--- config.mk ---
export PLATFORM = sky130hd
export DESIGN_NAME = ifu_icache_sa_flat
export DESIGN_NICKNAME = d
export VERILOG_FILES = /design/src/rtl/ifu_icache_sa_if.sv /design/src/rtl/ifu_icache_sa.sv /design/src/flat_wrapper.sv
export SDC_FILE = /design/constraint.sdc
export NUM_CORES = 2
export LEC_CHECK = 0
export BUFFER_PORTS_ARGS = -buffer_cell sky130_fd_sc_hd__buf_2
export CAP_MARGIN = 20
export CORE_ASPECT_RATIO = 0.8
export CORE_MARGIN = 3
export CORE_UTILIZATION = 50
export CTS_CLUSTER_SIZE = 14
export DETAILED_ROUTE_END_ITERATION = 6
export GPL_TIMING_DRIVEN = 0
export PLACE_DENSITY = 0.67
export SYNTH_ARGS = -nofsm -noshare
export SYNTH_HDL_FRONTEND = slang
export SYNTH_SLANG_ARGS = --single-unit
--- constraint.sdc ---
create_clock -name Clock -period 14.53 [get_ports Clock]
set_input_delay 0.7265 -clock Clock [delete_from_list [all_inputs] [get_ports Clock]]
set_output_delay 0.7265 -clock Clock [all_outputs]
set_load 0.02 [all_outputs]
--- src/rtl/ifu_icache_sa_if.sv ---
// CPU-side fetch and memory-side fill channels of the set-associative instruction cache.
// The cache attaches through the slave modport; the CPU/memory environment uses master.
interface ifu_icache_sa_if #(
  parameter int ADDR_WIDTH   = 32,
  parameter int OFFSET_WIDTH = 4,
  parameter int LINE_WIDTH   = 128
);
  localparam int LINE_ADDR_W = ADDR_WIDTH - OFFSET_WIDTH;

  logic                   cpu_reqValidIn;
  logic [ADDR_WIDTH-1:0]  cpu_reqAddrIn;
  logic                   cpu_reqReadyOut;
  logic                   cpu_rspValidOut;
  logic [ADDR_WIDTH-1:0]  cpu_rspAddrOut;
  logic [LINE_WIDTH-1:0]  cpu_rspInsLineOut;

  logic                   mem_reqValidOut;
  logic [LINE_ADDR_W-1:0] mem_reqLineAddrOut;
  logic                   mem_reqReadyIn;
  logic                   mem_rspValidIn;
  logic [LINE_ADDR_W-1:0] mem_rspLineAddrIn;
  logic [LINE_WIDTH-1:0]  mem_rspInsLineIn;

  modport slave (
    input  cpu_reqValidIn, cpu_reqAddrIn,
    output cpu_reqReadyOut, cpu_rspValidOut, cpu_rspAddrOut, cpu_rspInsLineOut,
    output mem_reqValidOut, mem_reqLineAddrOut,
    input  mem_reqReadyIn, mem_rspValidIn, mem_rspLineAddrIn, mem_rspInsLineIn
  );

  modport master (
    output cpu_reqValidIn, cpu_reqAddrIn,
    input  cpu_reqReadyOut, cpu_rspValidOut, cpu_rspAddrOut, cpu_rspInsLineOut,
    input  mem_reqValidOut, mem_reqLineAddrOut,
    output mem_reqReadyIn, mem_rspValidIn, mem_rspLineAddrIn, mem_rspInsLineIn
  );
endinterface

--- src/rtl/ifu_icache_sa.sv ---
// Set-associative instruction cache, one outstanding miss, flop-based storage.
// Define IFU_ICACHE_PLRU_EN for tree-PLRU replacement; otherwise a per-set round-robin pointer.
module ifu_icache_sa #(
  parameter int NUM_SETS     = 4,
  parameter int NUM_WAYS     = 4,
  parameter int LINE_WIDTH   = 128,
  parameter int ADDR_WIDTH   = 32,
  parameter int OFFSET_WIDTH = 4
) (
  input  logic Clock,
  input  logic Rst_N,
  input  logic flushIn,
  ifu_icache_sa_if.slave bus
);
  localparam int INDEX_W     = $clog2(NUM_SETS);
  localparam int TAG_W       = ADDR_WIDTH - OFFSET_WIDTH - INDEX_W;
  localparam int WAY_W       = $clog2(NUM_WAYS);
  localparam int LINE_ADDR_W = ADDR_WIDTH - OFFSET_WIDTH;

  typedef enum logic [2:0] {S_IDLE, S_LOOKUP, S_MISS_REQ, S_MISS_WAIT, S_FILL} state_e;

`ifdef IFU_ICACHE_PLRU_EN
  localparam int REPL_W = NUM_WAYS - 1;

  // Tree nodes are heap-ordered (children of n at 2n+1, 2n+2); a 1 steers toward the upper half.
  function automatic logic [WAY_W-1:0] plru_victim(input logic [REPL_W-1:0] tree);
    int   node;
    logic b;
    plru_victim = '0;
    node        = 0;
    for (int lvl = 0; lvl < WAY_W; lvl++) begin
      b = 1'b0;
      for (int n = 0; n < REPL_W; n++) if (n == node) b = tree[n];
      plru_victim[WAY_W-1-lvl] = b;
      node = 2 * node + (b ? 2 : 1);
    end
  endfunction

  function automatic logic [REPL_W-1:0] plru_touch(input logic [REPL_W-1:0] tree,
                                                   input logic [WAY_W-1:0]  way);
    int   node;
    logic b;
    plru_touch = tree;
    node       = 0;
    for (int lvl = 0; lvl < WAY_W; lvl++) begin
      b = way[WAY_W-1-lvl];
      for (int n = 0; n < REPL_W; n++) if (n == node) plru_touch[n] = ~b;
      node = 2 * node + (b ? 2 : 1);
    end
  endfunction
`else
  localparam int REPL_W = WAY_W;
`endif

  state_e                 state_q, state_d;
  logic [ADDR_WIDTH-1:0]  addr_q;
  logic [LINE_WIDTH-1:0]  fill_line_q;
  logic                   flush_pend_q;
  logic [NUM_WAYS-1:0]    valid_q [NUM_SETS];
  logic [REPL_W-1:0]      repl_q  [NUM_SETS];
  logic [TAG_W-1:0]       tag_q   [NUM_SETS][NUM_WAYS];
  logic [LINE_WIDTH-1:0]  data_q  [NUM_SETS][NUM_WAYS];

  logic [INDEX_W-1:0]     idx;
  logic [TAG_W-1:0]       addr_tag;
  logic [LINE_ADDR_W-1:0] line_addr;
  logic                   hit, inv_found, accept, fill_match, flush_now, fill_we, repl_upd;
  logic [WAY_W-1:0]       hit_way, inv_way, repl_way, victim_way;
  logic [REPL_W-1:0]      repl_nxt;

  assign idx        = addr_q[OFFSET_WIDTH +: INDEX_W];
  assign addr_tag   = addr_q[ADDR_WIDTH-1 -: TAG_W];
  assign line_addr  = addr_q[ADDR_WIDTH-1:OFFSET_WIDTH];
  assign fill_match = bus.mem_rspValidIn && (bus.mem_rspLineAddrIn == line_addr);
  assign flush_now  = (state_q == S_IDLE) && (flushIn || flush_pend_q);
  assign fill_we    = (state_q == S_FILL);

  // Parallel tag compare and invalid-way search; descending loops leave the lowest way selected.
  always_comb begin
    // NOTE: every combinational output gets a default first so no path can infer a latch.
    hit       = 1'b0;
    hit_way   = '0;
    inv_found = 1'b0;
    inv_way   = '0;
    for (int w = NUM_WAYS - 1; w >= 0; w--) begin
      if (valid_q[idx][w] && (tag_q[idx][w] == addr_tag)) begin
        hit     = 1'b1;
        hit_way = WAY_W'(w);
      end
      if (!valid_q[idx][w]) begin
        inv_found = 1'b1;
        inv_way   = WAY_W'(w);
      end
    end
  end

`ifdef IFU_ICACHE_PLRU_EN
  assign repl_way = plru_victim(repl_q[idx]);
  assign repl_upd = fill_we || ((state_q == S_LOOKUP) && hit);
  assign repl_nxt = plru_touch(repl_q[idx], fill_we ? victim_way : hit_way);
`else
  assign repl_way = repl_q[idx];
  assign repl_upd = fill_we;
  assign repl_nxt = repl_q[idx] + 1'b1;
`endif

  assign victim_way = inv_found ? inv_way : repl_way;

  always_ff @(posedge Clock or negedge Rst_N) begin
    if (!Rst_N) state_q <= S_IDLE;
    else        state_q <= state_d;
  end

  // Outputs decode only registered state, so nothing reaches them from cpu_reqValidIn.
  always_comb begin
    state_d                = state_q;
    bus.cpu_reqReadyOut    = 1'b0;
    bus.cpu_rspValidOut    = 1'b0;
    bus.cpu_rspAddrOut     = '0;
    bus.cpu_rspInsLineOut  = '0;
    bus.mem_reqValidOut    = 1'b0;
    bus.mem_reqLineAddrOut = '0;
    case (state_q)
      S_IDLE: begin
        bus.cpu_reqReadyOut = !flushIn && !flush_pend_q;
        if (bus.cpu_reqValidIn && !flushIn && !flush_pend_q) state_d = S_LOOKUP;
      end
      S_LOOKUP: begin
        if (hit) begin
          bus.cpu_rspValidOut   = 1'b1;
          bus.cpu_rspAddrOut    = addr_q;
          bus.cpu_rspInsLineOut = data_q[idx][hit_way];
          state_d               = S_IDLE;
        end else begin
          state_d = S_MISS_REQ;
        end
      end
      S_MISS_REQ: begin
        bus.mem_reqValidOut    = 1'b1;
        bus.mem_reqLineAddrOut = line_addr;
        if (bus.mem_reqReadyIn) state_d = S_MISS_WAIT;
      end
      S_MISS_WAIT: if (fill_match) state_d = S_FILL;
      S_FILL: begin
        bus.cpu_rspValidOut   = 1'b1;
        bus.cpu_rspAddrOut    = addr_q;
        bus.cpu_rspInsLineOut = fill_line_q;
        state_d               = S_IDLE;
      end
      default: state_d = S_IDLE;
    endcase
  end

  assign accept = bus.cpu_reqReadyOut && bus.cpu_reqValidIn;

  always_ff @(posedge Clock or negedge Rst_N) begin
    if (!Rst_N) begin
      // NOTE: state is updated with <= only, so every flop samples pre-edge values.
      addr_q       <= '0;
      fill_line_q  <= '0;
      flush_pend_q <= 1'b0;
      valid_q      <= '{default: '0};
      repl_q       <= '{default: '0};
    end else begin
      if (accept) addr_q <= bus.cpu_reqAddrIn;
      if ((state_q == S_MISS_WAIT) && fill_match) fill_line_q <= bus.mem_rspInsLineIn;
      if (flush_now) begin
        valid_q      <= '{default: '0};
        repl_q       <= '{default: '0};
        flush_pend_q <= 1'b0;
      end else begin
        if (fill_we)  valid_q[idx][victim_way] <= 1'b1;
        if (repl_upd) repl_q[idx] <= repl_nxt;
        if (flushIn)  flush_pend_q <= 1'b1;
      end
    end
  end

  // NOTE: tag and data arrays have no reset; the valid bits alone decide whether a way is live.
  always_ff @(posedge Clock) begin
    if (fill_we) begin
      tag_q[idx][victim_way]  <= addr_tag;
      data_q[idx][victim_way] <= fill_line_q;
    end
  end
endmodule
--- src/flat_wrapper.sv ---
// flat-port wrapper written by rule: the top's interface ports become plain ports
module ifu_icache_sa_flat 
#(
  parameter int NUM_SETS     = 4,
  parameter int NUM_WAYS     = 4,
  parameter int LINE_WIDTH   = 128,
  parameter int ADDR_WIDTH   = 32,
  parameter int OFFSET_WIDTH = 4
)
  (Clock, Rst_N, flushIn, bus_cpu_reqValidIn, bus_cpu_reqAddrIn, bus_cpu_reqReadyOut, bus_cpu_rspValidOut, bus_cpu_rspAddrOut, bus_cpu_rspInsLineOut, bus_mem_reqValidOut, bus_mem_reqLineAddrOut, bus_mem_reqReadyIn, bus_mem_rspValidIn, bus_mem_rspLineAddrIn, bus_mem_rspInsLineIn);
  ifu_icache_sa_if #(.ADDR_WIDTH(ADDR_WIDTH), .OFFSET_WIDTH(OFFSET_WIDTH), .LINE_WIDTH(LINE_WIDTH)) bus_i ();
  input  logic Clock;
  input  logic Rst_N;
  input  logic flushIn;
  input wire logic [$bits(bus_i.cpu_reqValidIn)-1:0] bus_cpu_reqValidIn;
  input wire logic [$bits(bus_i.cpu_reqAddrIn)-1:0] bus_cpu_reqAddrIn;
  output wire logic [$bits(bus_i.cpu_reqReadyOut)-1:0] bus_cpu_reqReadyOut;
  output wire logic [$bits(bus_i.cpu_rspValidOut)-1:0] bus_cpu_rspValidOut;
  output wire logic [$bits(bus_i.cpu_rspAddrOut)-1:0] bus_cpu_rspAddrOut;
  output wire logic [$bits(bus_i.cpu_rspInsLineOut)-1:0] bus_cpu_rspInsLineOut;
  output wire logic [$bits(bus_i.mem_reqValidOut)-1:0] bus_mem_reqValidOut;
  output wire logic [$bits(bus_i.mem_reqLineAddrOut)-1:0] bus_mem_reqLineAddrOut;
  input wire logic [$bits(bus_i.mem_reqReadyIn)-1:0] bus_mem_reqReadyIn;
  input wire logic [$bits(bus_i.mem_rspValidIn)-1:0] bus_mem_rspValidIn;
  input wire logic [$bits(bus_i.mem_rspLineAddrIn)-1:0] bus_mem_rspLineAddrIn;
  input wire logic [$bits(bus_i.mem_rspInsLineIn)-1:0] bus_mem_rspInsLineIn;
  assign bus_i.cpu_reqValidIn = bus_cpu_reqValidIn;
  assign bus_i.cpu_reqAddrIn = bus_cpu_reqAddrIn;
  assign bus_cpu_reqReadyOut = bus_i.cpu_reqReadyOut;
  assign bus_cpu_rspValidOut = bus_i.cpu_rspValidOut;
  assign bus_cpu_rspAddrOut = bus_i.cpu_rspAddrOut;
  assign bus_cpu_rspInsLineOut = bus_i.cpu_rspInsLineOut;
  assign bus_mem_reqValidOut = bus_i.mem_reqValidOut;
  assign bus_mem_reqLineAddrOut = bus_i.mem_reqLineAddrOut;
  assign bus_i.mem_reqReadyIn = bus_mem_reqReadyIn;
  assign bus_i.mem_rspValidIn = bus_mem_rspValidIn;
  assign bus_i.mem_rspLineAddrIn = bus_mem_rspLineAddrIn;
  assign bus_i.mem_rspInsLineIn = bus_mem_rspInsLineIn;
  ifu_icache_sa #(.NUM_SETS(NUM_SETS), .NUM_WAYS(NUM_WAYS), .LINE_WIDTH(LINE_WIDTH), .ADDR_WIDTH(ADDR_WIDTH), .OFFSET_WIDTH(OFFSET_WIDTH)) u_core (.Clock(Clock), .Rst_N(Rst_N), .flushIn(flushIn), .bus(bus_i));
endmodule
==> Word-level counts from Yosys, hierarchy flattened <==
Memory sizes are Yosys's and may differ from the RTL's.
Index checks and enable logic that the tools add are counted.
{ "totals": {"out_inout_bits": 191, "memories": 2, "elab_cells": 119, "latch_bits": 0, "romBits": 0, "reg_bits": 188, "ram_bits": 2464, "in_bits": 194} }
{ "mem_list": {"columns": ["memory", "words", "width", "rd", "rd_ports_with_merged_regs", "wr", "line_no", "source"], "rows": [
  ["u_core.data_q", 4, 512, 1, 0, 1, "ifu_icache_sa.sv:62", "logic [LINE_WIDTH-1:0] data_q [NUM_SETS][NUM_WAYS];"],
  ["u_core.tag_q", 4, 104, 1, 0, 1, "ifu_icache_sa.sv:61", "logic [TAG_W-1:0] tag_q [NUM_SETS][NUM_WAYS];"]
]} }
{ "classes": {"multipliers": 0, "n_div": 0, "magnitude_cmp": 7, "shifts": 0, "bitwise": 4, "muxes": 60, "n_eq_ne": 12, "n_reduce_logical": 21, "add_sub_neg": 1} }
{ "ops": {"columns": ["operator", "n"], "rows": [
  ["$mux W128", 4],
  ["$mux W512", 1],
  ["$bmux W128 S2", 1],
  ["$demux W128 S2", 1],
  ["$pmux W128 S2", 1],
  ["$eq A26 B26 Y1", 4],
  ["$mux W104", 1],
  ["$pmux W32 S2", 1],
  ["$demux W26 S2", 1],
  ["$mux W16", 2],
  ["$mux W32", 1],
  ["$eq A28 B28 Y1", 1],
  ["$mux W28", 1],
  ["$mux W2", 13],
  ["$mux W26", 1],
  ["$mux W8", 2],
  ["$or A16 B16 Y16", 1],
  ["$mux W1", 15],
  ["$logic_and A1 B1 Y1", 14],
  ["$mux W4", 3],
  ["$pmux W3 S4", 1],
  ["$ge A3 B3 Y1 const B", 3],
  ["$mux W3", 3],
  ["$not A2 Y3", 3],
  ["other kinds (21)", 26]
]} }

==> Longest topological paths before layout <==
{ "depth": {"ltp_word": 18, "ltp_mapped": 15, "ltp_nobuf": 9} }

==> Least setup slack after synthesis <==
OpenSTA, ideal clock, no wires.
{ "synth_path": {"path_type": "register -> register", "startpoint": "reg u_core.addr_q[5]", "endpoint": "mem u_core.data_q[2][256] in the netlist's numbering (enable)", "synth_period_minus_slack_ps": 9259, "arrival_ps": 8587, "path_buffers": 6, "path_slack_ps": 5271, "t_required_ps": 13858, "setup_time_ps": 672, "stages_incl_launch_ff": 9, "path_cell_list": "dfrtp_1 -> buf_2 -> buf_2 -> buf_4 -> clkbuf_1 -> clkbuf_1 -> clkbuf_1 -> nand3_1 -> nor2_1"} }
{ "synth_via": {"elab_chain_cells": 15, "elab_cells_between_ends": 23, "classes_between": "order compare: 2; mux: 18; bitwise: 2; reduce/logical: 1"} }
{ "synth_rtl": {"columns": ["element", "line_no", "source"], "rows": [
  ["from (decl)", "ifu_icache_sa.sv:56", "logic [ADDR_WIDTH-1:0] addr_q;"],
  ["from (signal assigned)", "ifu_icache_sa.sv:165", "if (accept) addr_q <= bus.cpu_reqAddrIn;"],
  ["$not A2 Y3 (not written as such)", "ifu_icache_sa.sv:90, ifu_icache_sa.sv:102", null],
  ["$bmux W4 S2", "ifu_icache_sa.sv:90", "if (!valid_q[idx][w]) begin"],
  ["$mux W4 (not written as such) (2 in a row)", "ifu_icache_sa.sv:90", null],
  ["$mux W2 or $mux W1 (tied branches) (4 in a row)", "ifu_icache_sa.sv:90", null],
  ["$mux W2", "ifu_icache_sa.sv:107", "assign victim_way = inv_found ? inv_way : repl_way;"],
  ["$not A2 Y3 (not written as such)", "ifu_icache_sa.sv:183", "data_q[idx][victim_way] <= fill_line_q;"],
  ["$ge A3 B3 Y1 (not written as such) or $lt A3 B1 Y1 (tied branches)", "ifu_icache_sa.sv:183", null],
  ["$logic_and A1 B1 Y1 (not written as such)", "ifu_icache_sa.sv:183", null],
  ["$mux W128 (not written as such)", "ifu_icache_sa.sv:183", null],
  ["$demux W128 S2", "ifu_icache_sa.sv:183", null],
  ["$mux W512 (not written as such)", "ifu_icache_sa.sv:183", null],
  ["to (decl)", "ifu_icache_sa.sv:62", null]
]} }
Parallel ways exist; a longest one is shown, timed or not. The select of a mux whose other input is x is not followed.

==> Worst setup path in the final report <==
{ "layout_path": {"startpoint": "reg u_core.addr_q[26]", "endpoint": "out bus_cpu_rspInsLineOut[92]"} }
{ "layout_via": {"elab_chain_cells": 12, "elab_cells_between_ends": 22, "classes_between": "eq/ne: 4; mux: 13; bitwise: 1; reduce/logical: 4"} }
{ "layout_rtl": {"columns": ["element", "line_no", "source"], "rows": [
  ["$eq A26 B26 Y1", "ifu_icache_sa.sv:86", "if (valid_q[idx][w] && (tag_q[idx][w] == addr_tag)) begin"],
  ["$logic_and A1 B1 Y1", "ifu_icache_sa.sv:86", null],
  ["$mux W2 (4 in a row)", "ifu_icache_sa.sv:86", null],
  ["$not A2 Y3 (not written as such)", "ifu_icache_sa.sv:132", "bus.cpu_rspInsLineOut = data_q[idx][hit_way];"],
  ["$bmux W128 S2", "ifu_icache_sa.sv:132", null],
  ["$mux W128 (not written as such) (2 in a row)", "ifu_icache_sa.sv:132", null],
  ["$mux W128 *", "ifu_icache_sa.sv:129", "if (hit) begin"],
  ["$pmux W128 S2 *", "ifu_icache_sa.sv:123", "case (state_q)"],
  ["to (decl)", "flat_wrapper.sv:20", "output wire logic [$bits(bus_i.cpu_rspInsLineOut)-1:0] bus_cpu_rspInsLineOut;"]
]} }
Every way passes the cells marked *; elsewhere a longest branch is shown, timed or not. The select of a mux whose other input is x is not followed.

==> metrics.md <==
| Metric | Value |
|---|---|
| Max_slew headroom | 0.258 |
| Post-CTS setup buffer count | 0 |
| GP Congestion | 0.864 |
| Post-detailed-route wirelength per cell | 30.5 um |
| EDFF count, synth | 2464 |
| Total number of vias | 52629 |
| Pleak | 0.0447 uW |
| Synth Area per Inst | between 20 and 25 um^2 |
| Critical path class | flop to output port |
| Share of layout cells above drive strength 1 | 0.297 |
| # nets final | 5954 |
| Worst Setup End Kind | output port |
| Main synth FF type | edfxtp_1 |
| Final core utilization | 0.587 |
| TritonCTS buffer count | 274 |
| Global-route wire length before repair | about 380000 um |
| Worst skew pair latency | 0.91 ns |
| Post-DRT Antenna Nets | 0 |
| Xor and xnor area share after synthesis | 0.0101 |
| Largest family of logic cells by synthesized area | multiplexers |
| Worst slew pin tran | between 1 and 1.5 ns |
| Hold-fix buffers, CTS | 17 |
| H-tree depth | 5 |
| Synth Area in Compound Gates | 0.0260 |
| Synth area leader | edfxtp_1 |
| Share of the synthesized area in the top cell type | 0.718 |
| Routed WL | 265000 um |
| DRT Pass-1 Iters | 6 |
| Post-Syn Area | 103000 um^2 |
| FF+latch count, synth | 2652 |
| Largest net degree at the start of global routing | 82 |
| Worst Path Arrival | about 6.6 ns |
| Multiplexer share of the synthesized area | 0.166 |
| Outcome | finished, final reports clean |
| Buffers on Ports | approximately 380 |
| Post-synth net total | just over 5000 |
| VDD IR max | 0.000122 V |
| Main area contributors after synthesis | edfxtp_1 (72%), mux4_2 (13%), dfrtp_1 (4.6%) |
| # IOs | 385 |
| Data required time of the worst path | 13.80 ns |
| Fin crit share | 0.504 |
| Horiz. Die Dim | 513 um |
| Post-Syn Instances | 4936 |
| Vias in the first global route | 52741 |
| Longest Clk Path Bufs | 4 |
| Vias per cell | 6.07 |
| Max-cap viol count | 0 |
| Worst R2R Setup Slack | ~8 ns |
| Syn-to-layout area delta | 16.4% |
| Slew Viols, Final | 0 |
| Die H | 412 um |
| Synth cell types | 66 |
| Worst-path maximum fanout | 20 |
| Post-Synth Simple-Gate Area | 0.0148 |
| Fill cells | between 10000 and 15000 |
| Clock transition at path regs | 0.07 ns |
| FP Rows | around 150 |
| Core Box Area | 204000 um^2 |
| Overall routing resource usage | 0.251 |
| Synth Area in Adders | 0 |
| Setup violators final | 0 |
| Clock Skews | 0.0631 ns |
| Clock sinks | 2652 |
| Cell area power density | 124 nW/um^2 |
| Root Driver | clkbuf_16 |
| Full die area | 211000 um^2 |
| Hold depth | 2 |
| Fin. Hold Viols | 0 |
| Total negative slack | 0 ns |
| Sequential fraction of the synthesis area | 0.764 |
| HP Class | input port to flop |
| Initial DRC count | just under 7000 |
| Antenna violations before repair | 19 |
| Clock period minus worst slack | 7.33 ns |
| GRT overflow | 0 |
| Path depth of the worst reg2reg path | 11 |
| Cts repair resizes | 0 |
| # DRC | 0 |
| Multi-input logic area | 22500 um^2 |
| FF+latch area | 78700 um^2 |
| Post-DP HPWL | 170000 um |
| Synth warn | 0 |
| Ys async rst share | 0.0709 |
| Highest clock rate | 0.136 GHz |
| RSZ-0062 raised after global routing | no |
| CTS tree | built |
| Starting Density | 0.505 |
| Element type at the critical path start | flop |
## flip-flops by register name, summed over array words and instances (netlist names)
register             flops
u_core.repl_q            8
u_core.fill_line_q     128
u_core.data_q         2048
u_core.tag_q           416
u_core.state_q           3
u_core.flush_pend_q      1
u_core.valid_q          16
u_core.addr_q           32
## power by group
part / internal, uW / switching [uW]
registers: 8220 / 0.000224
clock network: 3830 / 2810
logic: 26.0 / 32.8
total: 12100 / 2840
## layout make-up
cell class | count | share of cell area
sequential | 2652 | 0.656
multi-input combinational | 1876 | 0.188
clock buffer | 373 | 0.0634
timing repair buffer | 548 | 0.0419
tap | 2700 | 0.0282
buffer | 268 | 0.0116
clock inverter | 101 | 0.00620
inverter | 140 | 0.00438
antenna | 9 | 0.000188
## critical path: stages (launching register included)
cell	delay (ns)
dfrtp_1	0.93
buf_1	0.85
xnor2_1	0.21
nand4_1	0.12
nor3_1	0.74
nand3_1	0.45
nand4_1	0.24
buf_2	0.71
clkbuf_1	0.70
o21ai_1	0.43
buf_2	0.28
## per-stage QoR
step | worst slack, ns | power (uW) | cells | hold WS (ns) | area, um^2
after CTS | 7.27 | 15000 | 8644 | 0.000160 | 120000
after global placement | -6.28 | 8440 | 8020 | 0.468 | 108000
after detailed placement | 8.24 | 8440 | 8153 | 0.478 | 111000
after global routing | 6.95 | 15300 | 8662 | 0.0189 | 120000
final | 7.20 | 14900 | 8667 | 0.0553 | 120000
after floorplan | 5.27 | 8390 | 4936 | 0.431 | 103000
## cell families (layout without fill, tap and decap cells)
group,after synthesis,after routing
buf+inv,408,1430
compound gates,482,482
xor+xnor,119,119
simple gates,322,322
mux,953,953
other cells,0,9
flops,2652,2652
## Yosys cell counts (3+ instances only)
master	number
edfxtp_1	2464
mux4_2	590
mux2i_1	197
dfrtp_1	188
clkbuf_1	177
mux2_2	166
nand2_1	161
o21ai_0	152
inv_1	138
a21oi_1	137
o21ai_1	122
xnor2_1	103
buf_2	49
and2_1	41
nor2_1	27
nor3_1	25
nand4_1	22
nand3_1	20
o21a_1	16
xor2_1	16
buf_4	14
buf_12	13
buf_1	8
o22ai_1	7
a221oi_1	6
nor2b_1	6
a22oi_1	5
buf_6	5
nand2b_1	5
nor4_1	5
o211ai_1	5
o2111ai_1	4
a2bb2oi_1	3
## per-layer routing
layer | routed length, um | up-vias | track usage
met5 | 28 | - | 0
met4 | 8370 | 4 | 0.0771
met3 | 24200 | 455 | 0.0521
met2 | 125000 | 2662 | 0.389
met1 | 107000 | 27785 | 0.362
li1 | - | 21723 | -
## cell usage in the layout (no fill, tap or decap), drive strengths merged, types with 81 or more instances in the layout
master	n
mux4	590
buf	622
mux2i	197
mux2	166
edfxtp	2464
o21ai	274
dfrtp	188
nand2	161
inv	145
a21oi	137
xnor2	103
clkbuf	550
clkinv	81
## path summary, 6_finish.rpt
kind | from | to
setup / recovery | u_core.addr_q[26]$_DFFE_PN0P_ | bus_cpu_rspInsLineOut[92]
hold / removal | bus_mem_rspInsLineIn[73] | u_core.fill_line_q[73]$_DFFE_PN0P_
setup reg to reg | u_core.addr_q[5]$_DFFE_PN0P_ | u_core.data_q[2][180]$_DFFE_PP_
hold reg to reg | u_core.valid_q[4]$_DFFE_PN0P_ | u_core.valid_q[4]$_DFFE_PN0P_
max in group asynchronous | Rst_N | u_core.fill_line_q[22]$_DFFE_PN0P_
min in group asynchronous | Rst_N | u_core.fill_line_q[83]$_DFFE_PN0P_
(Power assumes the default switching activity.)
